===== src/rtl/dcache_wb_assoc_if.sv =====
// Pipeline request/response and main-memory line transfer signals of the data cache.
// The master modport is the pipeline/memory side, the slave modport is the cache.
interface dcache_wb_assoc_if #(
  parameter int ADDR_W         = 32,
  parameter int WORD_W         = 32,
  parameter int WORDS_PER_LINE = 4
);
  localparam int LINE_W = WORD_W * WORDS_PER_LINE;
  localparam int MA_W   = ADDR_W - $clog2(LINE_W / 8);

  logic              req_valid;
  logic              req_we;
  logic              req_byte;
  logic [ADDR_W-1:0] req_addr;
  logic [WORD_W-1:0] req_wdata;
  logic              resp_valid;
  logic [WORD_W-1:0] resp_rdata;
  logic              stall;
  logic              mem_rd;
  logic              mem_wr;
  logic [MA_W-1:0]   mem_addr;
  logic [LINE_W-1:0] mem_wline;
  logic [LINE_W-1:0] mem_rline;
  logic              mem_ready;

  modport master (
    output req_valid, req_we, req_byte, req_addr, req_wdata, mem_rline, mem_ready,
    input  resp_valid, resp_rdata, stall, mem_rd, mem_wr, mem_addr, mem_wline
  );

  modport slave (
    input  req_valid, req_we, req_byte, req_addr, req_wdata, mem_rline, mem_ready,
    output resp_valid, resp_rdata, stall, mem_rd, mem_wr, mem_addr, mem_wline
  );
endinterface


===== src/rtl/dcache_wb_assoc.sv =====
// Set-associative write-back, write-allocate data cache with round-robin replacement.
// Misses write back a dirty victim, refill the line, then replay the held request as a hit.
module dcache_wb_assoc #(
  parameter int ADDR_W         = 32,
  parameter int WORD_W         = 32,
  parameter int NUM_SETS       = 4,
  parameter int NUM_WAYS       = 2,
  parameter int WORDS_PER_LINE = 4
) (
  input logic              clk,
  input logic              rst,
  dcache_wb_assoc_if.slave bus
);
  localparam int LINE_W = WORD_W * WORDS_PER_LINE;
  localparam int BYTES  = WORD_W / 8;
  localparam int BO_W   = $clog2(BYTES);
  localparam int WO_W   = $clog2(WORDS_PER_LINE);
  localparam int IDX_W  = $clog2(NUM_SETS);
  localparam int TAG_W  = ADDR_W - BO_W - WO_W - IDX_W;
  localparam int MA_W   = ADDR_W - BO_W - WO_W;
  localparam int WAY_W  = (NUM_WAYS > 1) ? $clog2(NUM_WAYS) : 1;

  typedef enum logic [1:0] {IDLE, WB, REFILL} state_t;
  state_t state_reg;

  logic              valid_reg [NUM_WAYS][NUM_SETS];
  logic              dirty_reg [NUM_WAYS][NUM_SETS];
  logic [WAY_W-1:0]  ptr_reg   [NUM_SETS];
  logic [TAG_W-1:0]  tag_mem   [NUM_WAYS][NUM_SETS];
  logic [LINE_W-1:0] data_mem  [NUM_WAYS][NUM_SETS];

  logic              resp_valid_reg;
  logic [WORD_W-1:0] resp_rdata_reg;
  logic              mem_rd_reg;
  logic              mem_wr_reg;
  logic [MA_W-1:0]   mem_addr_reg;
  logic [LINE_W-1:0] mem_wline_reg;
  logic [WAY_W-1:0]  victim_reg;
  logic [IDX_W-1:0]  miss_idx_reg;
  logic [TAG_W-1:0]  miss_tag_reg;

  logic [BO_W-1:0]  boff;
  logic [WO_W-1:0]  woff;
  logic [IDX_W-1:0] idx;
  logic [TAG_W-1:0] tag;
  assign boff = bus.req_addr[BO_W-1:0];
  assign woff = bus.req_addr[BO_W +: WO_W];
  assign idx  = bus.req_addr[BO_W+WO_W +: IDX_W];
  assign tag  = bus.req_addr[ADDR_W-1 -: TAG_W];

  logic [NUM_WAYS-1:0] hit_vec;
  logic                hit;
  genvar gi, gj;
  generate
    for (gi = 0; gi < NUM_WAYS; gi++) begin : g_way
      assign hit_vec[gi] = valid_reg[gi][idx] && (tag_mem[gi][idx] == tag);
    end
  endgenerate
  assign hit = |hit_vec;

  // Descending scan so the lowest-numbered invalid way wins over the pointer.
  logic [WAY_W-1:0] hit_way;
  logic [WAY_W-1:0] victim_way;
  always_comb begin
    hit_way    = '0;
    victim_way = ptr_reg[idx];
    for (int w = NUM_WAYS - 1; w >= 0; w--) begin
      if (hit_vec[w]) hit_way = WAY_W'(w);
      if (!valid_reg[w][idx]) victim_way = WAY_W'(w);
    end
  end

  logic [LINE_W-1:0] hit_line;
  logic [LINE_W-1:0] store_line;
  logic [WORD_W-1:0] hit_words [WORDS_PER_LINE];
  assign hit_line = data_mem[hit_way][idx];

  generate
    for (gi = 0; gi < WORDS_PER_LINE; gi++) begin : g_word
      assign hit_words[gi] = hit_line[gi*WORD_W +: WORD_W];
      for (gj = 0; gj < BYTES; gj++) begin : g_lane
        logic lane_we;
        assign lane_we = (woff == WO_W'(gi)) && (!bus.req_byte || (boff == BO_W'(gj)));
        assign store_line[gi*WORD_W + gj*8 +: 8] = !lane_we ? hit_line[gi*WORD_W + gj*8 +: 8] :
                                                   bus.req_byte ? bus.req_wdata[7:0] :
                                                   bus.req_wdata[gj*8 +: 8];
      end
    end
  endgenerate

  logic [WORD_W-1:0] load_word;
  logic [WORD_W-1:0] load_data;
  logic [7:0]        load_byte;
  assign load_word = hit_words[woff];
  assign load_byte = load_word[{boff, 3'b000} +: 8];
  assign load_data = bus.req_byte ? {{(WORD_W-8){1'b0}}, load_byte} : load_word;

  logic idle_access;
  assign idle_access = (state_reg == IDLE) && bus.req_valid;

  always_ff @(posedge clk) begin
    if (rst) begin
      state_reg      <= IDLE;
      resp_valid_reg <= 1'b0;
      resp_rdata_reg <= '0;
      mem_rd_reg     <= 1'b0;
      mem_wr_reg     <= 1'b0;
      mem_addr_reg   <= '0;
      mem_wline_reg  <= '0;
      victim_reg     <= '0;
      miss_idx_reg   <= '0;
      miss_tag_reg   <= '0;
      for (int s = 0; s < NUM_SETS; s++) begin
        ptr_reg[s] <= '0;
        for (int w = 0; w < NUM_WAYS; w++) begin
          valid_reg[w][s] <= 1'b0;
          dirty_reg[w][s] <= 1'b0;
        end
      end
    end else begin
      resp_valid_reg <= 1'b0;
      case (state_reg)
        IDLE: begin
          if (idle_access && hit) begin
            resp_valid_reg <= 1'b1;
            if (bus.req_we) dirty_reg[hit_way][idx] <= 1'b1;
            else            resp_rdata_reg <= load_data;
          end else if (idle_access) begin
            victim_reg   <= victim_way;
            miss_idx_reg <= idx;
            miss_tag_reg <= tag;
            if (valid_reg[victim_way][idx] && dirty_reg[victim_way][idx]) begin
              state_reg     <= WB;
              mem_wr_reg    <= 1'b1;
              mem_addr_reg  <= {tag_mem[victim_way][idx], idx};
              mem_wline_reg <= data_mem[victim_way][idx];
            end else begin
              state_reg    <= REFILL;
              mem_rd_reg   <= 1'b1;
              mem_addr_reg <= {tag, idx};
            end
          end
        end
        WB: begin
          if (bus.mem_ready) begin
            state_reg                            <= REFILL;
            mem_wr_reg                           <= 1'b0;
            mem_rd_reg                           <= 1'b1;
            mem_addr_reg                         <= {miss_tag_reg, miss_idx_reg};
            dirty_reg[victim_reg][miss_idx_reg]  <= 1'b0;
          end
        end
        REFILL: begin
          if (bus.mem_ready) begin
            state_reg                           <= IDLE;
            mem_rd_reg                          <= 1'b0;
            valid_reg[victim_reg][miss_idx_reg] <= 1'b1;
            dirty_reg[victim_reg][miss_idx_reg] <= 1'b0;
            ptr_reg[miss_idx_reg] <= (ptr_reg[miss_idx_reg] == WAY_W'(NUM_WAYS - 1)) ?
                                     '0 : ptr_reg[miss_idx_reg] + 1'b1;
          end
        end
        default: state_reg <= IDLE;
      endcase
    end
  end

  // Tag and data arrays carry no reset; validity alone qualifies their contents.
  always_ff @(posedge clk) begin
    if (!rst) begin
      if (idle_access && hit && bus.req_we) begin
        data_mem[hit_way][idx] <= store_line;
      end else if (state_reg == REFILL && bus.mem_ready) begin
        data_mem[victim_reg][miss_idx_reg] <= bus.mem_rline;
        tag_mem[victim_reg][miss_idx_reg]  <= miss_tag_reg;
      end
    end
  end

  assign bus.stall      = (state_reg != IDLE) || (bus.req_valid && !hit);
  assign bus.resp_valid = resp_valid_reg;
  assign bus.resp_rdata = resp_rdata_reg;
  assign bus.mem_rd     = mem_rd_reg;
  assign bus.mem_wr     = mem_wr_reg;
  assign bus.mem_addr   = mem_addr_reg;
  assign bus.mem_wline  = mem_wline_reg;
endmodule


===== src/flat_wrapper.sv =====
// flat-port wrapper written by rule: the top's interface ports become plain ports
module dcache_wb_assoc_flat 
#(
  parameter int ADDR_W         = 32,
  parameter int WORD_W         = 32,
  parameter int NUM_SETS       = 4,
  parameter int NUM_WAYS       = 2,
  parameter int WORDS_PER_LINE = 4
)
  (clk, rst, bus_req_valid, bus_req_we, bus_req_byte, bus_req_addr, bus_req_wdata, bus_mem_rline, bus_mem_ready, bus_resp_valid, bus_resp_rdata, bus_stall, bus_mem_rd, bus_mem_wr, bus_mem_addr, bus_mem_wline);
  dcache_wb_assoc_if #(.ADDR_W(ADDR_W), .WORD_W(WORD_W), .WORDS_PER_LINE(WORDS_PER_LINE)) bus_i ();
  input logic clk;
  input logic rst;
  input wire logic [$bits(bus_i.req_valid)-1:0] bus_req_valid;
  input wire logic [$bits(bus_i.req_we)-1:0] bus_req_we;
  input wire logic [$bits(bus_i.req_byte)-1:0] bus_req_byte;
  input wire logic [$bits(bus_i.req_addr)-1:0] bus_req_addr;
  input wire logic [$bits(bus_i.req_wdata)-1:0] bus_req_wdata;
  input wire logic [$bits(bus_i.mem_rline)-1:0] bus_mem_rline;
  input wire logic [$bits(bus_i.mem_ready)-1:0] bus_mem_ready;
  output wire logic [$bits(bus_i.resp_valid)-1:0] bus_resp_valid;
  output wire logic [$bits(bus_i.resp_rdata)-1:0] bus_resp_rdata;
  output wire logic [$bits(bus_i.stall)-1:0] bus_stall;
  output wire logic [$bits(bus_i.mem_rd)-1:0] bus_mem_rd;
  output wire logic [$bits(bus_i.mem_wr)-1:0] bus_mem_wr;
  output wire logic [$bits(bus_i.mem_addr)-1:0] bus_mem_addr;
  output wire logic [$bits(bus_i.mem_wline)-1:0] bus_mem_wline;
  assign bus_i.req_valid = bus_req_valid;
  assign bus_i.req_we = bus_req_we;
  assign bus_i.req_byte = bus_req_byte;
  assign bus_i.req_addr = bus_req_addr;
  assign bus_i.req_wdata = bus_req_wdata;
  assign bus_i.mem_rline = bus_mem_rline;
  assign bus_i.mem_ready = bus_mem_ready;
  assign bus_resp_valid = bus_i.resp_valid;
  assign bus_resp_rdata = bus_i.resp_rdata;
  assign bus_stall = bus_i.stall;
  assign bus_mem_rd = bus_i.mem_rd;
  assign bus_mem_wr = bus_i.mem_wr;
  assign bus_mem_addr = bus_i.mem_addr;
  assign bus_mem_wline = bus_i.mem_wline;
  dcache_wb_assoc #(.ADDR_W(ADDR_W), .WORD_W(WORD_W), .NUM_SETS(NUM_SETS), .NUM_WAYS(NUM_WAYS), .WORDS_PER_LINE(WORDS_PER_LINE)) u_core (.clk(clk), .rst(rst), .bus(bus_i));
endmodule

===== config.mk =====
export PLATFORM = sky130hd
export DESIGN_NAME = dcache_wb_assoc_flat
export DESIGN_NICKNAME = d
export VERILOG_FILES = /design/src/rtl/dcache_wb_assoc_if.sv /design/src/rtl/dcache_wb_assoc.sv /design/src/flat_wrapper.sv
export SDC_FILE = /design/constraint.sdc
export NUM_CORES = 2
export LEC_CHECK = 0
export CAP_MARGIN = 40
export CORE_ASPECT_RATIO = 1.75
export CORE_MARGIN = 3
export CORE_UTILIZATION = 39
export CTS_CLUSTER_DIAMETER = 100
export DETAILED_ROUTE_END_ITERATION = 8
export PLACE_DENSITY = 0.53
export SETUP_SLACK_MARGIN = 0.4
export SYNTH_ARGS = -nofsm -noshare
export SYNTH_HDL_FRONTEND = slang
export SYNTH_SLANG_ARGS = --single-unit

===== constraint.sdc =====
create_clock -name clk -period 20.3 [get_ports clk]
set_input_delay 3.045 -clock clk [delete_from_list [all_inputs] [get_ports clk]]
set_output_delay 3.045 -clock clk [all_outputs]
set_load 0.005 [all_outputs]

[Yosys cells after proc, flatten, opt, wreduce, memory -nomap -nowiden]
Memories as Yosys holds them, arrays and structs flattened. A register that Yosys moved wholly into a read port is not among the register bits.
Cells that the tools add are included.
Storage, ports and cells
  memories kept: 5
  input port bits: 198
  register bits: 222
  word-level logic and storage cells: 232
  memory bits (writable): 1252
Operators by class
  equality and inequality tests: 16
  bitwise operators: 10
  add/subtract/negate cells: 1
  reductions and logical operators: 53
  shift operators: 1
  order comparisons: 5
  multiplexer cells: 131
Memory list
  u_core.data_mem: words 2, bits a word 512, rd ports 2, clocked after Yosys merged registers in 0, wr ports 1, RTL line dcache_wb_assoc.sv:30  | logic [LINE_W-1:0] data_mem [NUM_WAYS][NUM_SETS];
  u_core.tag_mem: words 2, bits a word 104, rd ports 3, clocked after Yosys merged registers in 0, wr ports 1, RTL line dcache_wb_assoc.sv:29  | logic [TAG_W-1:0] tag_mem [NUM_WAYS][NUM_SETS];
  u_core.dirty_reg: words 2, bits a word 4, rd ports 1, clocked after Yosys merged registers in 0, wr ports 2, RTL line dcache_wb_assoc.sv:27  | logic dirty_reg [NUM_WAYS][NUM_SETS];
  u_core.valid_reg: words 2, bits a word 4, rd ports 3, clocked after Yosys merged registers in 0, wr ports 2, RTL line dcache_wb_assoc.sv:26  | logic valid_reg [NUM_WAYS][NUM_SETS];
  u_core.ptr_reg: words 4, bits a word 1, rd ports 2, clocked after Yosys merged registers in 1, wr ports 4, RTL line dcache_wb_assoc.sv:28  | logic [WAY_W-1:0] ptr_reg [NUM_SETS];
Operators with widths (number)
  $mux W512: 4
  $mux W128: 6
  $bmux W128 S2: 2
  $demux W128 S2: 2
  $reduce_or A512 Y1: 1
  $mux W26: 7
  $bmux W26 S2: 3
  $mux W8: 19
  $mux W28: 4
  $mux W104: 1
  $mux W32: 3
  $bmux W32 S2: 1
  $pmux W28 S2: 1
  $demux W26 S2: 1
  $eq A26 B26 Y1: 2
  $mux W1: 51
  $mux W4: 9
  $shiftx A32 B6 Y8: 1
  $logic_and A1 B1 Y1: 26
  $mux W2: 8
  $reduce_and A4 Y1: 3
  $reduce_or A4 Y1: 3
  $eq A2 B2 Y1 const B: 5
  $ne A2 B2 Y1 const B: 5
  23 further kinds: 49

[Depth between registers and ports, before layout]
An unclocked memory read counts as a cell.
  word-level depth: 17
  depth in mapped cells: 18

[Least setup slack after synthesis]
OpenSTA, ideal clock, no wires.
  path kind: input to register
  start point: input bus_req_addr[4]
  end point: memory u_core.data_mem[0][384] (netlist name) (enable)
  setup time: 792 ps
  cell stages on the path: 12
  buffers on the path: 3
  arrival time: 14102 ps
  data required time: 19508 ps
  path slack: 5406 ps
  cells stage by stage: buf_6 > buf_12 > buf_2 > mux4_2 > xnor2_1 > nand4_1 > and4bb_2 > nand4_1 > nand2_2 > nand3_2 > o21ai_1 > o21ai_0
On the way
  word-level cells in the longest chain between the ends: 14
Ends and longest elaborated chain
  from (decl): RTL line flat_wrapper.sv:17  | input wire logic [$bits(bus_i.req_addr)-1:0] bus_req_addr;
  $not A2 Y3 (not written as such) (*): RTL line dcache_wb_assoc.sv:56, dcache_wb_assoc.sv:172
  $bmux W26 S2: RTL line dcache_wb_assoc.sv:56  | assign hit_vec[gi] = valid_reg[gi][idx] && (tag_mem[gi][idx] == tag);
  $mux W26 (not written as such) (2 in series): RTL line dcache_wb_assoc.sv:56
  $eq A26 B26 Y1: RTL line dcache_wb_assoc.sv:56
  $logic_and A1 B1 Y1: RTL line dcache_wb_assoc.sv:56
  $reduce_or A2 Y1: RTL line dcache_wb_assoc.sv:59  | assign hit = |hit_vec;
  $logic_and A1 B1 Y1 (2 in series): RTL line dcache_wb_assoc.sv:171  | if (idle_access && hit && bus.req_we) begin
  $mux W1: RTL line dcache_wb_assoc.sv:171
  $mux W1: RTL line dcache_wb_assoc.sv:170  | if (!rst) begin
  $mux W512 (not written as such): RTL line dcache_wb_assoc.sv:174  | data_mem[victim_reg][miss_idx_reg] <= bus.mem_rline;
  $reduce_or A512 Y1 (no line)
  $mux W1 (no line) or $mux W512 (tied branches)
  to (decl): RTL line dcache_wb_assoc.sv:30
Mark *: on every way between the ends. The rest lies on a longest branch, timed or not. The select of a mux whose other input is x is not followed.

[Worst setup path after layout]
  start point: input bus_req_addr[4]
  end point: output bus_stall
On the way
  word-level cells in the longest chain between the ends: 10
Ends and longest elaborated chain
  $not A2 Y3 (not written as such) (*): RTL line dcache_wb_assoc.sv:56
  $bmux W26 S2: RTL line dcache_wb_assoc.sv:56
  $mux W26 (not written as such) (2 in series): RTL line dcache_wb_assoc.sv:56
  $eq A26 B26 Y1: RTL line dcache_wb_assoc.sv:56
  $logic_and A1 B1 Y1: RTL line dcache_wb_assoc.sv:56
  $reduce_or A2 Y1 (*): RTL line dcache_wb_assoc.sv:59
  $logic_not A1 Y1 (*): RTL line dcache_wb_assoc.sv:180  | assign bus.stall = (state_reg != IDLE) || (bus.req_valid && !hit);
  $logic_and A1 B1 Y1 (*): RTL line dcache_wb_assoc.sv:180
  $logic_or A1 B1 Y1 (*): RTL line dcache_wb_assoc.sv:180
  to (decl): RTL line flat_wrapper.sv:23  | output wire logic [$bits(bus_i.stall)-1:0] bus_stall;
Marks and branches as above.

==> summary.txt <==
Drt
  • Vias: 52100
  • DRC: 0
  • Via/cell ratio: 6.17
  • Total Wirelength: 280000 microns
  • First-pass DRT Iterations: 6
  • Initial DRC Count: 6685
  • Post-route antenna net violation count: 0
  • Routed length per instance: 33.2 microns

STA
  • RSZ-0062 raised after global routing: no
  • Final period util: 0.538
  • Max frequency: 91.5 MHz
  • Worst clock skew: 0.0555 ns
  • Slew @ Worst Pin: 1.16 ns
  • Final hold violation count: 0
  • Rel. slew slack: 0.227
  • Count of final max-slew check failures: 0
  • Final setup vio count: 0
  • Setup TNS: 0 ns
  • Fin crit period: 10.93 ns

Logic synthesis
  • Largest family of logic cells by synthesized area: multiplexers
  • Mux cell area share after synthesis: 0.133
  • Ys flop type: edfxtp_1
  • Post-Syn Instances: 5723
  • Synth Area in Adders: 0.000544
  • Synth warn: 0
  • Mapped Avg Cell Area: 12.1 sq um
  • Post-synth EDFFs: 1244
  • Count of cell types in the netlist: 82
  • Synth area leader: edfxtp_1
  • Synth Cell Area: 69000 sq um
  • Asr flop ratio synth: 0
  • Post-Synth Simple-Gate Area: 0.121
  • Synth top cells by count: nand2_1 (1455), edfxtp_1 (1244), a21oi_1 (610)
  • Count leader, synth: nand2_1
  • Area contributors post-synth: edfxtp_1 (54%), mux4_2 (9.6%), nand2_1 (7.9%)
  • Syn nets: 5924
  • Synth top area share: 0.541
  • Complex-gate fraction of the synthesized area: 0.0999
  • Post-synthesis register bit count: 1476
  • Sequential area share after synthesis: 0.609
  • Post-Synth XOR/XNOR Area: 0.00729

Worst setup path
  • Crit Path Max Fanout: 61
  • CP required: 17.26 ns
  • CP Class: input pin to primary output
  • Critical Path AT: 7.88 ns
  • Critical path endpoint category: primary output
  • Startpoint Class: input pin

Floorplanning
  • Core Region: 175000 sq um
  • Site Rows: 203
  • Die Area: 182000 sq um
  • Die Width: 324 microns
  • Die Ht: 562 microns
  • Top Ports: 390
  • Initial core utilization: 0.394

Flow run
  • Max-Cap Viols: 0

GRT
  • Largest net degree at the start of global routing: 194
  • Grt ovf: 0
  • Number of global-route vias before repair: 50800
  • First-pass GRT wire length: 389000 microns
  • Antenna violations before repair: 38
  • Global Route Usage Sum: 0.302

Clocking
  • CTS buffer count: 151
  • Clk_lat worst skew: 0.83 ns
  • CTS Buffer Depth: 4
  • CTS sink count: 1476
  • Clock tree from TritonCTS: done
  • Setup bufs post-CTS: 0
  • CTS H-tree lvls: 4
  • Hold_buf cts: 0
  • Root buffer cell: clkbuf_16
  • Worst-path clk slew: 0.07 ns
  • # resized after CTS: 0

Place
  • Post-DP HPWL: 189000 microns
  • I/O Buffers: 389
  • Gpl congestion: 0.973

Power
  • Pwr/cell area: 84.6 nW/um^2
  • P_leak: 26.9 nW
  • Maximum vdd drop: 0.0000693 V
  • Tot Pwr: 6.86 mW

Layout
  • Area grow syn2layout: 17.4%
  • Max reg flops: 1024
  • Layout cells sized above 1: 0.140
  • Nets: 6256

Worst hold path
  • Worst Hold Class: flip-flop to flip-flop

Outcome
  • Status: finished, final reports clean
## through the flow
stage | hold slack [ns] | utilization | setup slack (ns) | instances | cell area (sq um)
final | 0.468 | 0.462 | 9.37 | 8441 | 81000
after CTS | 0.459 | 0.462 | 9.33 | 8423 | 80900
after global placement | 0.444 | 0.429 | 8.87 | 8075 | 75200
after floorplan | 0.427 | - | 5.41 | 5723 | 69000
after global routing | 0.483 | 0.462 | 9.16 | 8428 | 81000
after detailed placement | 0.446 | 0.435 | 9.36 | 8154 | 76200
## cell type report
cell class | instances | area [sq um]
well taps | 2255 | 2820
clock inverters | 60 | 488
diodes | 15 | 37.5
multi-input cells | 3804 | 25300
clock buffers | 209 | 4300
fillers | 15800 | 94200
inverters | 15 | 61.3
flip-flops and latches | 1476 | 42000
repair buffers | 607 | 6000
## final timing paths
check,start,depth (start not counted),end,slack [ns]
worst max-delay path,bus_req_addr[4],11,bus_stall,9.37
worst min-delay path,u_core.valid_reg[1][1],1,u_core.valid_reg[1][1],0.47
worst max register to register,u_core.tag_mem[0][5],13,u_core.bus.resp_rdata[1],13.96
worst min register to register,u_core.valid_reg[1][1],1,u_core.valid_reg[1][1],0.47
## cells by family after synthesis
kind of cell | Yosys count
AOI/OAI and AO/OA | 1171
buffers and inverters | 443
adders and majority gates | 3
muxes | 521
and+or+nand+nor | 2055
xor gates and xnor gates | 54
DFF | 1476
## worst max-delay path: stages
cell             delay (ns)
buf_8                  0.56
buf_4                  0.43
buf_4                  0.70
mux4_2                 0.62
xnor2_1                0.32
nand4_1                0.13
or4_4                  0.48
or2_0                  0.38
a31oi_1                0.42
inv_1                  0.17
clkdlybuf4s50_1        0.48
## metal layers
layer	GRT usage	routed length [microns]	up-vias
li1	-	-	22000
met1	0.368	100000	26200
met2	0.488	131000	3117
met3	0.0687	27800	700
met4	0.184	21100	24
met5	0	157	-
## power breakdown
part / internal, mW / leakage (nW) / switching, mW / total [mW]
registers: 3.36 / 13.1 / 0.0228 / 3.38
clock network: 1.55 / 2.35 / 1.21 / 2.76
logic: 0.230 / 11.4 / 0.482 / 0.712
total: 5.14 / 26.9 / 1.71 / 6.86
## cells in the final DEF (no fill, tap or decap), types with 28 or more instances in the layout
cell type	synthesis	layout
nand4_1	28	28
nor2_1	347	334
mux2i_1	148	136
o21ai_0	196	192
a21oi_1	610	610
clkbuf_1	324	37
clkbuf_16	0	159
buf_4	28	149
edfxtp_1	1244	1244
mux4_2	294	294
a211oi_1	172	172
clkdlybuf4s50_1	0	383
xnor2_1	45	45
nand2_1	1455	1451
dfxtp_1	232	232
nor4_1	134	130
mux2_2	64	64
No activity file was read; power rests on OpenSTA's default activity.
